`config.mk`:
```
export PLATFORM = sky130hd
export DESIGN_NAME = score_bitmap_writer
export DESIGN_NICKNAME = d
export VERILOG_FILES = /design/src/rtl/score_pkg.sv /design/src/rtl/bin2bcd_seq.sv /design/src/rtl/score_bitmap_writer.sv
export SDC_FILE = /design/constraint.sdc
export NUM_CORES = 1
export LEC_CHECK = 0
export BUFFER_PORTS_ARGS = -buffer_cell sky130_fd_sc_hd__buf_2
export CAP_MARGIN = 20
export CORE_ASPECT_RATIO = 0.75
export CORE_MARGIN = 2
export CORE_UTILIZATION = 38
export CTS_CLUSTER_DIAMETER = 40
export DETAILED_ROUTE_END_ITERATION = 10
export MAX_ROUTING_LAYER = met4
export RECOVER_POWER = 25
export SETUP_SLACK_MARGIN = 0.05
export SYNTH_ARGS = -nofsm -noshare
export SYNTH_HDL_FRONTEND = slang
export SYNTH_SLANG_ARGS = --single-unit
```
`constraint.sdc`:
```
create_clock -name iVGA_CLK -period 3.31 [get_ports iVGA_CLK]
set_clock_uncertainty 0.2 [all_clocks]
set_input_delay 0.662 -clock iVGA_CLK [delete_from_list [all_inputs] [get_ports iVGA_CLK]]
set_output_delay 0.662 -clock iVGA_CLK [all_outputs]
set_load 0.03 [all_outputs]
```
`src/rtl/score_pkg.sv`:
```
// ============================================================================
// score_pkg : shared geometry, widths, FSM encoding and BCD helper
// Rev 1.0
// ============================================================================
`default_nettype none

package score_pkg;

  localparam int BMP_W      = 120;
  localparam int BMP_H      = 48;
  localparam int GLYPH_W    = 24;
  localparam int GLYPH_H    = 48;
  localparam int GLYPH_BITS = GLYPH_W * GLYPH_H;
  localparam int NUM_DIGITS = 5;

  localparam int WR_AW   = 13;
  localparam int FONT_AW = 14;
  localparam int SCORE_W = 17;
  localparam int BCD_W   = 4 * NUM_DIGITS;
  localparam int PIXELS  = BMP_W * BMP_H;

  localparam logic [4:0]       COL_LAST = 5'(GLYPH_W - 1);
  localparam logic [2:0]       DIG_LAST = 3'(NUM_DIGITS - 1);
  localparam logic [WR_AW-1:0] LIN_LAST = WR_AW'(PIXELS - 1);

  typedef enum logic [2:0] {
    S_IDLE    = 3'd0,
    S_CONVERT = 3'd1,
    S_DRAW    = 3'd2,
    S_FLUSH   = 3'd3,
    S_DONE    = 3'd4
  } state_t;

  // Add-3 correction on every BCD nibble that is 5 or more, ahead of a shift
  function automatic logic [BCD_W-1:0] dabble(input logic [BCD_W-1:0] v);
    logic [BCD_W-1:0] r;
    r = v;
    for (int i = 0; i < NUM_DIGITS; i++) begin
      if (v[4*i +: 4] >= 4'd5) r[4*i +: 4] = v[4*i +: 4] + 4'd3;
    end
    return r;
  endfunction

endpackage

`default_nettype wire

```
`src/rtl/bin2bcd_seq.sv`:
```
// ============================================================================
// bin2bcd_seq : sequential double-dabble, one bit per clock, 17 shifts total
// Rev 1.0
// ============================================================================
`default_nettype none

module bin2bcd_seq
  import score_pkg::*;
(
  input  logic               clk,
  input  logic               rst,
  input  logic               start,
  input  logic [SCORE_W-1:0] bin,
  output logic [BCD_W-1:0]   bcd,
  output logic               done
);

  logic [SCORE_W-1:0] sh_q, sh_d;
  logic [BCD_W-1:0]   bcd_q, bcd_d, adj;
  logic [4:0]         cnt_q, cnt_d;

  always_comb begin
    sh_d  = sh_q;
    bcd_d = bcd_q;
    cnt_d = cnt_q;
    adj   = dabble(bcd_q);
    // The start edge already performs the first shift (add-3 on zero is a no-op)
    if (start) begin
      bcd_d = {{(BCD_W-1){1'b0}}, bin[SCORE_W-1]};
      sh_d  = bin << 1;
      cnt_d = 5'(SCORE_W - 1);
    end else if (cnt_q != 5'd0) begin
      bcd_d = {adj[BCD_W-2:0], sh_q[SCORE_W-1]};
      sh_d  = sh_q << 1;
      cnt_d = cnt_q - 5'd1;
    end
  end

  always_ff @(posedge clk or posedge rst) begin
    if (rst) begin
      sh_q  <= '0;
      bcd_q <= '0;
      cnt_q <= '0;
    end else begin
      sh_q  <= sh_d;
      bcd_q <= bcd_d;
      cnt_q <= cnt_d;
    end
  end

  assign bcd  = bcd_q;
  assign done = (cnt_q == 5'd1);

endmodule

`default_nettype wire

```
`src/rtl/score_bitmap_writer.sv`:
```
// ============================================================================
// score_bitmap_writer : renders a saturated score as 5 digits into the bitmap
// Rev 1.0
// ============================================================================
`default_nettype none

module score_bitmap_writer
  import score_pkg::*;
#(
  parameter int BLANK_LZ  = 1,
  parameter int SCORE_MAX = 99999
) (
  input  logic               iVGA_CLK,
  input  logic               iRST,
  input  logic [SCORE_W-1:0] iSCORE,
  input  logic               iUPDATE,
  output logic               oBUSY,
  output logic               oDONE,
  output logic [FONT_AW-1:0] oFONT_ADDR,
  input  logic               iFONT_Q,
  output logic [WR_AW-1:0]   oWR_ADDR,
  output logic               oWR_DATA,
  output logic               oWR_EN
);

  localparam logic [SCORE_W-1:0] SAT = SCORE_W'(SCORE_MAX);

  state_t             state_q, state_d;
  logic               pending_q, pending_d;
  logic [SCORE_W-1:0] pend_score_q, pend_score_d;
  logic [4:0]         col_q, col_d;
  logic [2:0]         digit_q, digit_d;
  logic [5:0]         row_q, row_d;
  logic [WR_AW-1:0]   lin_q, lin_d;
  logic               wr_en_q, wr_en_d;
  logic [WR_AW-1:0]   wr_addr_q, wr_addr_d;
  logic               blank_q, blank_d;

  logic [SCORE_W-1:0]    sat_score, conv_bin;
  logic                  conv_start, conv_done;
  logic [BCD_W-1:0]      bcd;
  logic [3:0]            glyph;
  logic [NUM_DIGITS-1:0] lz;
  logic                  digit_blank;

  assign sat_score = (iSCORE > SAT) ? SAT : iSCORE;

  bin2bcd_seq u_bcd (
    .clk   (iVGA_CLK),
    .rst   (iRST),
    .start (conv_start),
    .bin   (conv_bin),
    .bcd   (bcd),
    .done  (conv_done)
  );

  // Digit 0 is the leftmost (most significant); lz marks leading zeros only
  always_comb begin
    lz    = '0;
    glyph = '0;
    lz[0] = (bcd[BCD_W-1 -: 4] == 4'd0);
    for (int i = 1; i < NUM_DIGITS - 1; i++) begin
      lz[i] = lz[i-1] && (bcd[4*(NUM_DIGITS-1-i) +: 4] == 4'd0);
    end
    digit_blank = 1'b0;
    for (int i = 0; i < NUM_DIGITS; i++) begin
      if (digit_q == 3'(i)) begin
        glyph       = bcd[4*(NUM_DIGITS-1-i) +: 4];
        digit_blank = (BLANK_LZ != 0) && lz[i];
      end
    end
  end

  always_comb begin
    state_d      = state_q;
    pending_d    = pending_q;
    pend_score_d = pend_score_q;
    conv_start   = 1'b0;
    conv_bin     = sat_score;
    col_d        = '0;
    digit_d      = '0;
    row_d        = '0;
    lin_d        = '0;
    wr_en_d      = 1'b0;
    wr_addr_d    = wr_addr_q;
    blank_d      = blank_q;

    case (state_q)
      S_IDLE: begin
        if (iUPDATE) begin
          conv_start = 1'b1;
          state_d    = S_CONVERT;
        end
      end
      S_CONVERT: begin
        if (conv_done) state_d = S_DRAW;
      end
      S_DRAW: begin
        wr_en_d   = 1'b1;
        wr_addr_d = lin_q;
        blank_d   = digit_blank;
        lin_d     = lin_q + 1'b1;
        col_d     = col_q + 5'd1;
        digit_d   = digit_q;
        row_d     = row_q;
        if (col_q == COL_LAST) begin
          col_d = '0;
          if (digit_q == DIG_LAST) begin
            digit_d = '0;
            row_d   = row_q + 6'd1;
          end else begin
            digit_d = digit_q + 3'd1;
          end
        end
        if (lin_q == LIN_LAST) begin
          state_d = S_FLUSH;
          lin_d   = '0;
          col_d   = '0;
          digit_d = '0;
          row_d   = '0;
        end
      end
      S_FLUSH: state_d = S_DONE;
      S_DONE: begin
        // A request arriving now is newer than anything pending
        if (iUPDATE || pending_q) begin
          conv_start = 1'b1;
          conv_bin   = iUPDATE ? sat_score : pend_score_q;
          pending_d  = 1'b0;
          state_d    = S_CONVERT;
        end else begin
          state_d = S_IDLE;
        end
      end
      default: state_d = S_IDLE;
    endcase

    if (iUPDATE && (state_q == S_CONVERT || state_q == S_DRAW || state_q == S_FLUSH)) begin
      pending_d    = 1'b1;
      pend_score_d = sat_score;
    end
  end

  always_ff @(posedge iVGA_CLK or posedge iRST) begin
    if (iRST) begin
      state_q      <= S_IDLE;
      pending_q    <= 1'b0;
      pend_score_q <= '0;
      col_q        <= '0;
      digit_q      <= '0;
      row_q        <= '0;
      lin_q        <= '0;
      wr_en_q      <= 1'b0;
      wr_addr_q    <= '0;
      blank_q      <= 1'b0;
    end else begin
      state_q      <= state_d;
      pending_q    <= pending_d;
      pend_score_q <= pend_score_d;
      col_q        <= col_d;
      digit_q      <= digit_d;
      row_q        <= row_d;
      lin_q        <= lin_d;
      wr_en_q      <= wr_en_d;
      wr_addr_q    <= wr_addr_d;
      blank_q      <= blank_d;
    end
  end

  // ROM output lines up with the delayed write address one cycle later
  assign oFONT_ADDR = (state_q == S_DRAW)
                    ? FONT_AW'(glyph) * FONT_AW'(GLYPH_BITS)
                      + FONT_AW'(row_q) * FONT_AW'(GLYPH_W) + FONT_AW'(col_q)
                    : '0;
  assign oWR_EN   = wr_en_q;
  assign oWR_ADDR = wr_addr_q;
  assign oWR_DATA = wr_en_q & iFONT_Q & ~blank_q;
  assign oBUSY    = (state_q != S_IDLE);
  assign oDONE    = (state_q == S_DONE);

endmodule

`default_nettype wire

```
==> summary by stage, run 1 <==
Yosys
In this run the cell area of the synthesized design comes to 6078 um2. The synthesized design contains 104 register bits. The count of different cell masters after synthesis is 56. The share of the Yosys chip area taken by registers is 42.82%.

The top cell type by area accounts for 42.82% of the synthesized area. The most frequent cell after synthesis is nand2_1. Sorting the synthesized cells by area gives the leading types as dfrtp_1 (43%), ha_1 (8.0%), nand2_1 (7.2%). The most area-hungry cell type in the Yosys netlist is dfrtp_1. In this run the mean area of a mapped cell was 8.952 um2. Counting flops with an async set or reset pin after synthesis yields a share of 100.0%. The number of synthesized flops with an enable pin is 0. In the synthesized netlist the dominant register cell turns out to be dfrtp_1. Counting every instance in the synthesized netlist gives 679. Counting instances in the post-synthesis netlist gives the leading cell types as nand2_1 (116), dfrtp_1 (104), nor2_1 (72).

During synthesis, Yosys emitted a total of 0 warnings. Counting every net in the synthesized netlist gives 741.

Pwr
In this run, flip-flops and latches consume 38.8% of the power. For this design the static power due to leakage is 3.522 nW. The total internal power is 3.050 mW. The power dissipated by switching net loads is 1.891 mW. In this run the power density over the cells is 656.9 nW/um2. Per report_power, the clock group accounts for 23.0% of the total.

The final total power is 4.941 mW. Of the total power, combinational logic draws 38.3%. Net switching is 38.28% of the power.

IR analysis of the VDD net gives a maximum drop of 0.0003706 V.

Final layout
Counting the fill cells in the layout gives 1491. The share of layout cells above drive strength 1 is 24.52%. The antenna diode count is 0. Relative to the synthesized area, the layout overhead comes to 23.75%. Cells fill 47.56% of the core in the end.

The net count reported at finish is 836. After routing the design area is 7522 um2.

Detailed routing
After detailed routing, the met2 layer carries 6682 um of wire. In this run the top signal layer used is met4. The detailed router put a total of 6954 um of wire on met1. The number of routed nets with antenna violations is 0.

The vias after detailed routing is 5116. The number of detailed-routing iterations run before antenna repair is 5. The number of DRC markers in iteration 0 is 337.

Dividing the detail-routed via count by the number of cells gives 5.173. For this run, design rule violations remaining after detail routing come to 0. The routed wire length is 14270 um.

Summed over all nets, wire length on met3 after detailed routing comes to 436 um. The detailed-route wire length per cell is 14.43 um.

Timing
Derived from the worst setup path, the maximum achievable clock frequency is 0.2465 GHz. Setup violations remaining at the end of the flow were counted as 7. The clock period minus worst slack is 4056 ps.

The period utilization is 122.5%. The final max-slew violation count was 0. The final sum of negative setup slack is -4008 ps. Setup repair after global routing could not meet its margin everywhere. The worst pin sits at a relative slew slack of 3.457%. The number of endpoints with negative hold slack in the final report is 0. Across all setup checks in the final design, the least slack found is -746.0 ps. The slew at the pin closest to its max-slew limit is 1448 ps.

Setup path
The worst path required time is 2450 ps. The endpoint type of the worst setup path is an output port. The critical path's top delay family is adder cells. The setup path with the least slack is of type flip-flop to output port.

The cell type of the slowest stage on the worst timing path is dfrtp_2. The worst setup path is launched from a flip-flop. At the worst endpoint, the arrival time is 3190 ps. The worst path buffer plus inverter count is 2.

Of all nets on the critical path, the largest fanout is 4. The largest single stage delay on the critical path is 450 ps. The most frequent cell on the critical path is a21oi_2. Walking the worst path, the cells encountered are ha_4 > fa_2 > a21o_1 > a21oi_2 > xor2_1 > ha_1 > a21oi_2 > o211ai_1 > buf_4 > nand3_1 > nand2_1 > mux2i_4 > buf_6.

GRT
The number of antenna violations at the first check in global routing came to 0. Summed over all layers, the global routing overflow is 0. Global routing consumed, over all layers together, 17.99% of the routing resources. The via count of the first global-routing pass is 5031.

The maximum number of pins on one net before global-route repair is 105. The wire length of the first global-routing pass is 24180 um.

Clock network
The total number of H-tree levels is 3. The number of hold buffers added after CTS was 0. CTS saw 104 sinks. After clock tree synthesis, the clock-pin slew on the worst setup and hold paths is 90 ps. Buffers inserted during clock tree synthesis total 9.

TritonCTS built the clock tree. The cell at the root of the clock tree is clkbuf_16. The maximum clock insertion buffer count is 2. The later-pin clock latency in the skew report is 360 ps.

Die
The I/O pin total is 52. The core region is 15820 um2. The die is 113.5 um tall. Once the floorplan was initialized, standard cells occupied 38.43% of the core. The die is 150.0 um wide. The number of core rows is 40.

The die covers 17030 um2.

Place
Routability-driven placement finished with a final weighted congestion of 0.8482. The detailed-placement wirelength estimate is 9795 um. In this run the tool buffered the top-level ports with 51 buffer cells. The area after detailed placement is 6910 um2.

Min path
The type of the tightest min-delay check is flip-flop to flip-flop.

Status
The final reports fail on setup timing. The run finished, with violations left.

Job
The tool flagged a number of max-cap violations equal to 0.
-- kinds of logic (layout without fill, tap and decap cells) --
family	count (synthesis)	count (layout)	synth area share (%)
flip-flops	104	104	42.82
adder cells (fa/ha/maj)	41	41	8.687
multiplexers	18	18	3.150
AND/OR/NAND/NOR	279	279	21.57
AO/OA/AOI/OAI	138	138	13.46
XOR/XNOR	39	39	5.619
buffers and inverters	60	160	4.693
-- repair_timing --
item | in CTS | in global routing
buffers inserted | 12 | 1
setup endpoints to repair | 7 | 7
gates cloned | 0 | 0
pin swaps | 29 | 8
gates resized for setup | 45 | 4
-- tightest hold or removal path: stages, from the launching register on --
cell and delay [ps]:
dfrtp_1 350, nand2_1 50, nand2_1 50
-- per-stage QoR --
| stage | std cells | hold slack [ps] | setup slack [ps] |
|---|---|---|---|
| floorplan | 679 | 240.7 | -253.1 |
| global placement | 961 | 253.9 | -338.4 |
| detailed placement | 961 | 256.7 | -473.7 |
| CTS | 988 | 276.1 | -646.3 |
| global route | 989 | 286.2 | -873.5 |
| finish | 989 | 276.6 | -746.0 |
-- power by group through the flow --
stage / combinational, mW / clock [mW] / sequential, mW
3_3_place_gp: 1.75 / 0 / 1.92
4_1_cts: 1.88 / 1.17 / 1.92
3_5_place_dp: 1.82 / 0 / 1.94
2_1_floorplan: 1.38 / 0 / 1.87
6_report: 1.89 / 1.13 / 1.92
5_1_grt: 2.14 / 1.23 / 1.97
-- state kept, by name, indices dropped and copies added, names as in the netlist, 3 cells and up --
| signal | cells |
|---|---|
| row_q | 6 |
| col_q | 5 |
| u_bcd.cnt_q | 5 |
| u_bcd.sh_q | 16 |
| u_bcd.bcd | 20 |
| pend_score_q | 17 |
| digit_q | 3 |
| lin_q | 13 |
| state_q | 3 |
| oWR_ADDR | 13 |
-- cell usage in the layout, fill, tap and decap left out, types with 3 or more instances in the layout --
master	n
and3_1	4
ha_1	32
nand3_1	16
o22ai_1	10
ha_4	6
nor2b_1	3
clkbuf_16	9
a21oi_1	41
nand2_1	116
nor4_1	3
a31oi_1	8
buf_4	63
nor2_1	67
and2_1	11
buf_6	7
a22oi_1	3
nand2b_1	10
dfrtp_2	3
o21ai_2	3
a211oi_1	12
dfrtp_1	101
o21ai_0	33
nor3_1	8
mux2_2	9
a21oi_2	3
o21ai_1	4
a21o_1	4
inv_1	25
nor2_2	5
xor2_1	16
mux2i_1	8
buf_2	43
nor3b_1	7
xnor2_1	21
nand4_1	6
o211ai_1	3
-- final timing paths --
kind | from | end | slack [ps] | cells after the start
setup / recovery | row_q[1]$_DFFE_PP0P_ | oFONT_ADDR[13] | -750 | 13
hold / removal | oWR_ADDR[3]$_DFFE_PP0P_ | oWR_ADDR[3]$_DFFE_PP0P_ | 280 | 2
setup reg to reg | lin_q[0]$_DFF_PP0_ | state_q[0]$_DFFE_PP0P_ | 820 | 6
hold reg to reg | oWR_ADDR[3]$_DFFE_PP0P_ | oWR_ADDR[3]$_DFFE_PP0P_ | 280 | 2
max in group asynchronous | iRST | digit_q[0]$_DFFE_PP0P_ | 1270 | 3
min in group asynchronous | iRST | pend_score_q[11]$_DFFE_PP0P_ | 590 | 3
-- layout make-up --
| type | instances | area [um2] | area share [%] |
|---|---|---|---|
| multi-input combinational | 515 | 3438 | 45.71 |
| sequential | 104 | 2606 | 34.65 |
| timing repair buffer | 115 | 778.2 | 10.35 |
| tap | 210 | 262.8 | 3.493 |
| clock buffer | 9 | 225.2 | 2.994 |
| inverter | 29 | 115.1 | 1.530 |
| clock inverter | 7 | 96.34 | 1.281 |
-- layer usage --
metal | vias to the layer above | global-route usage, %
li1 | 2500 | -
met1 | 2509 | 24.53
met2 | 91 | 28.16
met3 | 16 | 2.960
met4 | 0 | 4.465
met5 | - | -
No activity file was read; power rests on OpenSTA's default activity.
==> run 2, diff against run 1 <==
Settings changed: CAP_MARGIN 20 to unset, SYNTH_HIERARCHICAL set to 1.
==> run 2 against run 1 <==
The flow still finishes with violations (setup timing). Total power increased by 1.5%. Combinational power rose by 9.5%. Utilization rose by 1.3 points. Sequential cell count stayed put. Non-clock buffer count rose by 10. Register-to-register slack worse by 270 ps. Routed wire length grew 4.7%. Sequential power barely moved. Critical path type unchanged. Largest cell class unchanged. Largest power group is now combinational cells. Highest routed layer unchanged.
==> summary by stage, run 2 <==
Clock network
The maximum clock insertion buffer count came to 2 (unchanged). The later-pin clock latency in the skew report is 350 ps (was 360 ps). The clock transition at the registers of the reported paths is 80 ps (was 90 ps). The clock sink total was 104 (unchanged). The cell at the root of the clock tree is clkbuf_16 (unchanged). The clock buffer count from CTS is 9 (unchanged).

The total number of H-tree levels is 3 (unchanged). The number of hold-repair buffers added at the cts stage was 0 (unchanged). The clock tree from TritonCTS was built (unchanged).

Pwr
The switching share of power came to 38.58% (was 38.28%). The power dissipated by switching net loads is 1.934 mW (was 1.891 mW). The sequential fraction of design power is 37.9% (was 38.8%).

The total leakage power is 3.715 nW (was 3.522 nW). The total power density per cell area is 634.6 nW/um2 (was 656.9 nW/um2). The relative contribution of the clock network to total power is 20.9% (was 23.0%).

The peak supply drop is 0.0004210 V (was 0.0003706 V). The combinational share of power is 41.2% (was 38.3%). The final total power is 5.015 mW (was 4.941 mW). The total internal power was 3.080 mW (was 3.050 mW).

Yosys
The total of flip-flops plus latches after synthesis is 104 (unchanged). The parity-gate share of the synthesized area counting xor and xnor cells was 3.855% (was 5.620%). The basic-gate share of the synthesized area counting and, or, nand and nor cells was 23.80% (was 21.57%).

The most frequent cell after synthesis is nand2_1 (unchanged). The average size of a mapped cell is 8.802 um2 (was 8.952 um2). The Yosys warning count is 6 (was 0). The count of different cell masters after synthesis was 59 (was 56). Most frequent cells after synthesis: nand2_1 (122), dfrtp_1 (104), nor2_1 (71) (was nand2_1 (116), dfrtp_1 (104), nor2_1 (72)). The gate count of the mapped netlist is 719 (was 679). The total standard cell area after synthesis is 6329 um2 (was 6078 um2). The most area-hungry cell type in the Yosys netlist is dfrtp_1 (unchanged). Biggest area contributors in the synthesized netlist: dfrtp_1 (41%), nand2_1 (7.2%), ha_1 (6.9%) (was dfrtp_1 (43%), ha_1 (8.0%), nand2_1 (7.2%)). The post-synthesis adder-cell area fraction is 7.552% (was 8.687%). The share of the synthesized area in compound gates (AO/OA/AOI/OAI) was 15.36% (was 13.46%). The number of synthesized flops with an enable pin is 0 (unchanged). The proportion of register bits with asynchronous set or reset after synthesis is 100.0% (unchanged). The net count after synthesis is 777 (was 741). The share of the synthesized area in the top cell type came to 41.12% (was 42.82%). The share of cell area taken by muxes after synthesis came to 2.847% (was 3.149%). The sequential element share of the synthesized area was 41.12% (was 42.82%). The dominant synthesized flop cell is dfrtp_1 (unchanged).

The combinational family with the most area after synthesis is simple AND/OR/NAND/NOR gates (unchanged).

Status
Result of the run: complete, but fails checks (unchanged). Violated checks: setup timing (unchanged).

Die
The chip width came to 153.0 um (was 150.0 um). The I/O pin total is 52 (unchanged). The initial core utilization came to 39.15% (was 38.43%). The number of core rows is 40 (unchanged).

The vertical die dimension is 115.8 um (was 113.5 um). The core outline area came to 16170 um2 (was 15820 um2). The die area is 17710 um2 (was 17030 um2).

Final layout
The area added between synthesis and finish is 24.85% (was 23.75%). The most common library cell in the layout ignoring fill and taps is nand2_1 (unchanged). The final design area excluding fillers is 7901 um2 (was 7522 um2). The net count reported at finish is 875 (was 836). The flip-flop count of the largest register after layout is 20 (unchanged). The antenna diode count is 0 (unchanged). The area used by multi-input combinational logic is 3732 um2 (was 3438 um2). The share of layout cells above drive strength 1 came to 24.57% (was 24.52%). The fill cell instance count of the final layout is 1506 (was 1491).

Commonest cells after routing, fill and taps aside: nand2_1 (122), dfrtp_1 (102), buf_4 (70) (was nand2_1 (116), dfrtp_1 (101), nor2_1 (67)). The sequential cell area in the final layout came to 2605 um2 (was 2606 um2).

GRT
The total routing resource utilization after global routing is 17.52% (was 17.99%). The maximum number of pins on one net before global-route repair is 75 (was 105). The met2 usage in global routing is 26.97% (was 28.16%). The met3 capacity usage during global routing is 3.665% (was 2.960%). The number of antenna violations at the first check in global routing is 0 (unchanged).

The total congestion overflow after global routing came to 0 (unchanged). The busiest metal layer after global routing is met2 (unchanged). The via count of the first global-routing pass is 5265 (was 5031).

The wire length of the first global-routing pass came to 24790 um (was 24180 um). The met1 track demand over resource is 23.55% (was 24.53%).

Place
The detailed-placement wirelength estimate is 10270 um (was 9795 um). The pre-CTS setup slack is -555.2 ps (was -473.7 ps). The count of input and output buffers is 51 (unchanged). The global placement routability congestion is 0.9340 (was 0.8482). The area after detailed placement came to 7242 um2 (was 6910 um2).

Detailed routing
The number of design rule violations left after detail routing is 0 (unchanged). The number of routed nets with antenna violations is 0 (unchanged). The vias per cell was 5.250 (was 5.173). The number of detailed-routing iterations run before antenna repair is 6 (was 5). The routed wire length was 14940 um (was 14270 um). The number of DRC markers in iteration 0 is 352 (was 337).

The detailed-route wire length per cell was 14.47 um (was 14.43 um). The vias after detailed routing came to 5418 (was 5116).

Setup path
The kind of critical path was flip-flop to output port (unchanged). The endpoint type of the worst setup path is an output port (unchanged). The maximum fanout encountered on the critical timing path came to 5 (was 4).

The source of the worst register-to-register timing path is state_q[2]$_DFFE_PP0P_ (was lin_q[0]$_DFF_PP0_). The launch point of the worst path was digit_q[1]$_DFFE_PP0P_ (was row_q[1]$_DFFE_PP0P_). The type of origin of the critical path is a flip-flop (unchanged).

The arrival time of the worst setup path was 3220 ps (was 3190 ps). The worst path required time came to 2450 ps (about the same).

Timing
The number of endpoints with negative hold slack in the final report came to 0 (unchanged). The final worst hold slack came to 214.6 ps (was 276.6 ps). Setup repair after global routing missed its margin: true (unchanged).

The post-layout worst setup margin is -775.8 ps (was -746.0 ps). The number of endpoints failing setup at the final stage was 7 (unchanged). The final sum of negative setup slack came to -4018 ps (was -4008 ps). The slew at the pin closest to its max-slew limit was 976.6 ps (was 1448 ps). The period utilization was 123.4% (was 122.5%). The final max-slew violation count is 0 (unchanged). The clock period minus worst slack was 4086 ps (was 4056 ps). The worst-case headroom to the max-slew limit is 34.82% (was 3.457%). The top achievable clock speed was 0.2448 GHz (was 0.2465 GHz).

Min path
The type of the tightest min-delay check is primary input to asynchronous set/reset pin (was flip-flop to flip-flop).

Job
The count of max-cap constraint violations is 0 (unchanged).
## run 2: repair_timing
item / 4_1_cts / 5_1_grt
setup endpoints to repair: 7 / 8
gates resized for setup: 30 / 26
pin swaps: 17 / 20
setup buffers: 5 / 7
## run 2: metrics by stage
step	utilization, %	cells
after floorplan	-	719
after global placement	44.80	1004
after detailed placement	44.80	1004
after CTS	47.65	1025
after global routing	48.88	1032
final	48.88	1032
## run 2: final timing paths
kind,endpoint,depth (start not counted),slack (ps)
min reg2reg,oWR_ADDR[4]$_DFFE_PP0P_,2,270
max reg2reg,col_q[0]$_DFF_PP0_,5,550
max in group asynchronous,digit_q[0]$_DFFE_PP0P_,3,1070
max,oFONT_ADDR[13],13,-780
min in group iVGA_CLK,oWR_ADDR[4]$_DFFE_PP0P_,2,270
min,u_bcd/sh_q[5]$_DFFE_PP0P_,2,210
## run 2: logic make-up (layout without fill, tap and decap cells)
logic type               count (synthesis)  after routing
AO/OA/AOI/OAI                          146            146
multiplexers                            18             18
AND/OR/NAND/NOR                        313            313
adder cells (fa/ha/maj)                 37             37
XOR/XNOR                                27             27
flip-flops                             104            104
buffers and inverters                   74            177
## run 2: area by class of cell
cell class                 instances  share of cell area (%)
multi-input combinational        541                   47.24
sequential                       104                   32.97
timing repair buffer             125                   11.08
tap                              210                   3.325
clock buffer                       9                   2.850
inverter                          36                   1.710
clock inverter                     7                  0.8234
## run 2: routing by layer
metal	routed length, um	vias up
met5	0	-
met4	214	0
met3	600	21
met2	6765	128
met1	7356	2595
li1	-	2674
## run 2: worst max-delay path, stage by stage (launching register included)
cell	delay [ps]
dfrtp_2	450
ha_4	180
ha_4	170
or4b_4	490
o311ai_4	100
nor2_1	70
ha_2	280
ha_4	170
buf_4	150
nor3_1	250
a21oi_2	110
o21ai_1	90
nor3b_4	190
buf_6	150
## run 2: power by group through the flow
stage                     Combinational [mW]  Clock [mW]  Sequential (mW)
after floorplan                         1.40           0             1.86
after global placement                  1.82           0             1.90
after detailed placement                1.92           0             1.92
after CTS                               1.99        1.09             1.90
after global routing                    2.31        1.15             1.95
final                                   2.07        1.05             1.90
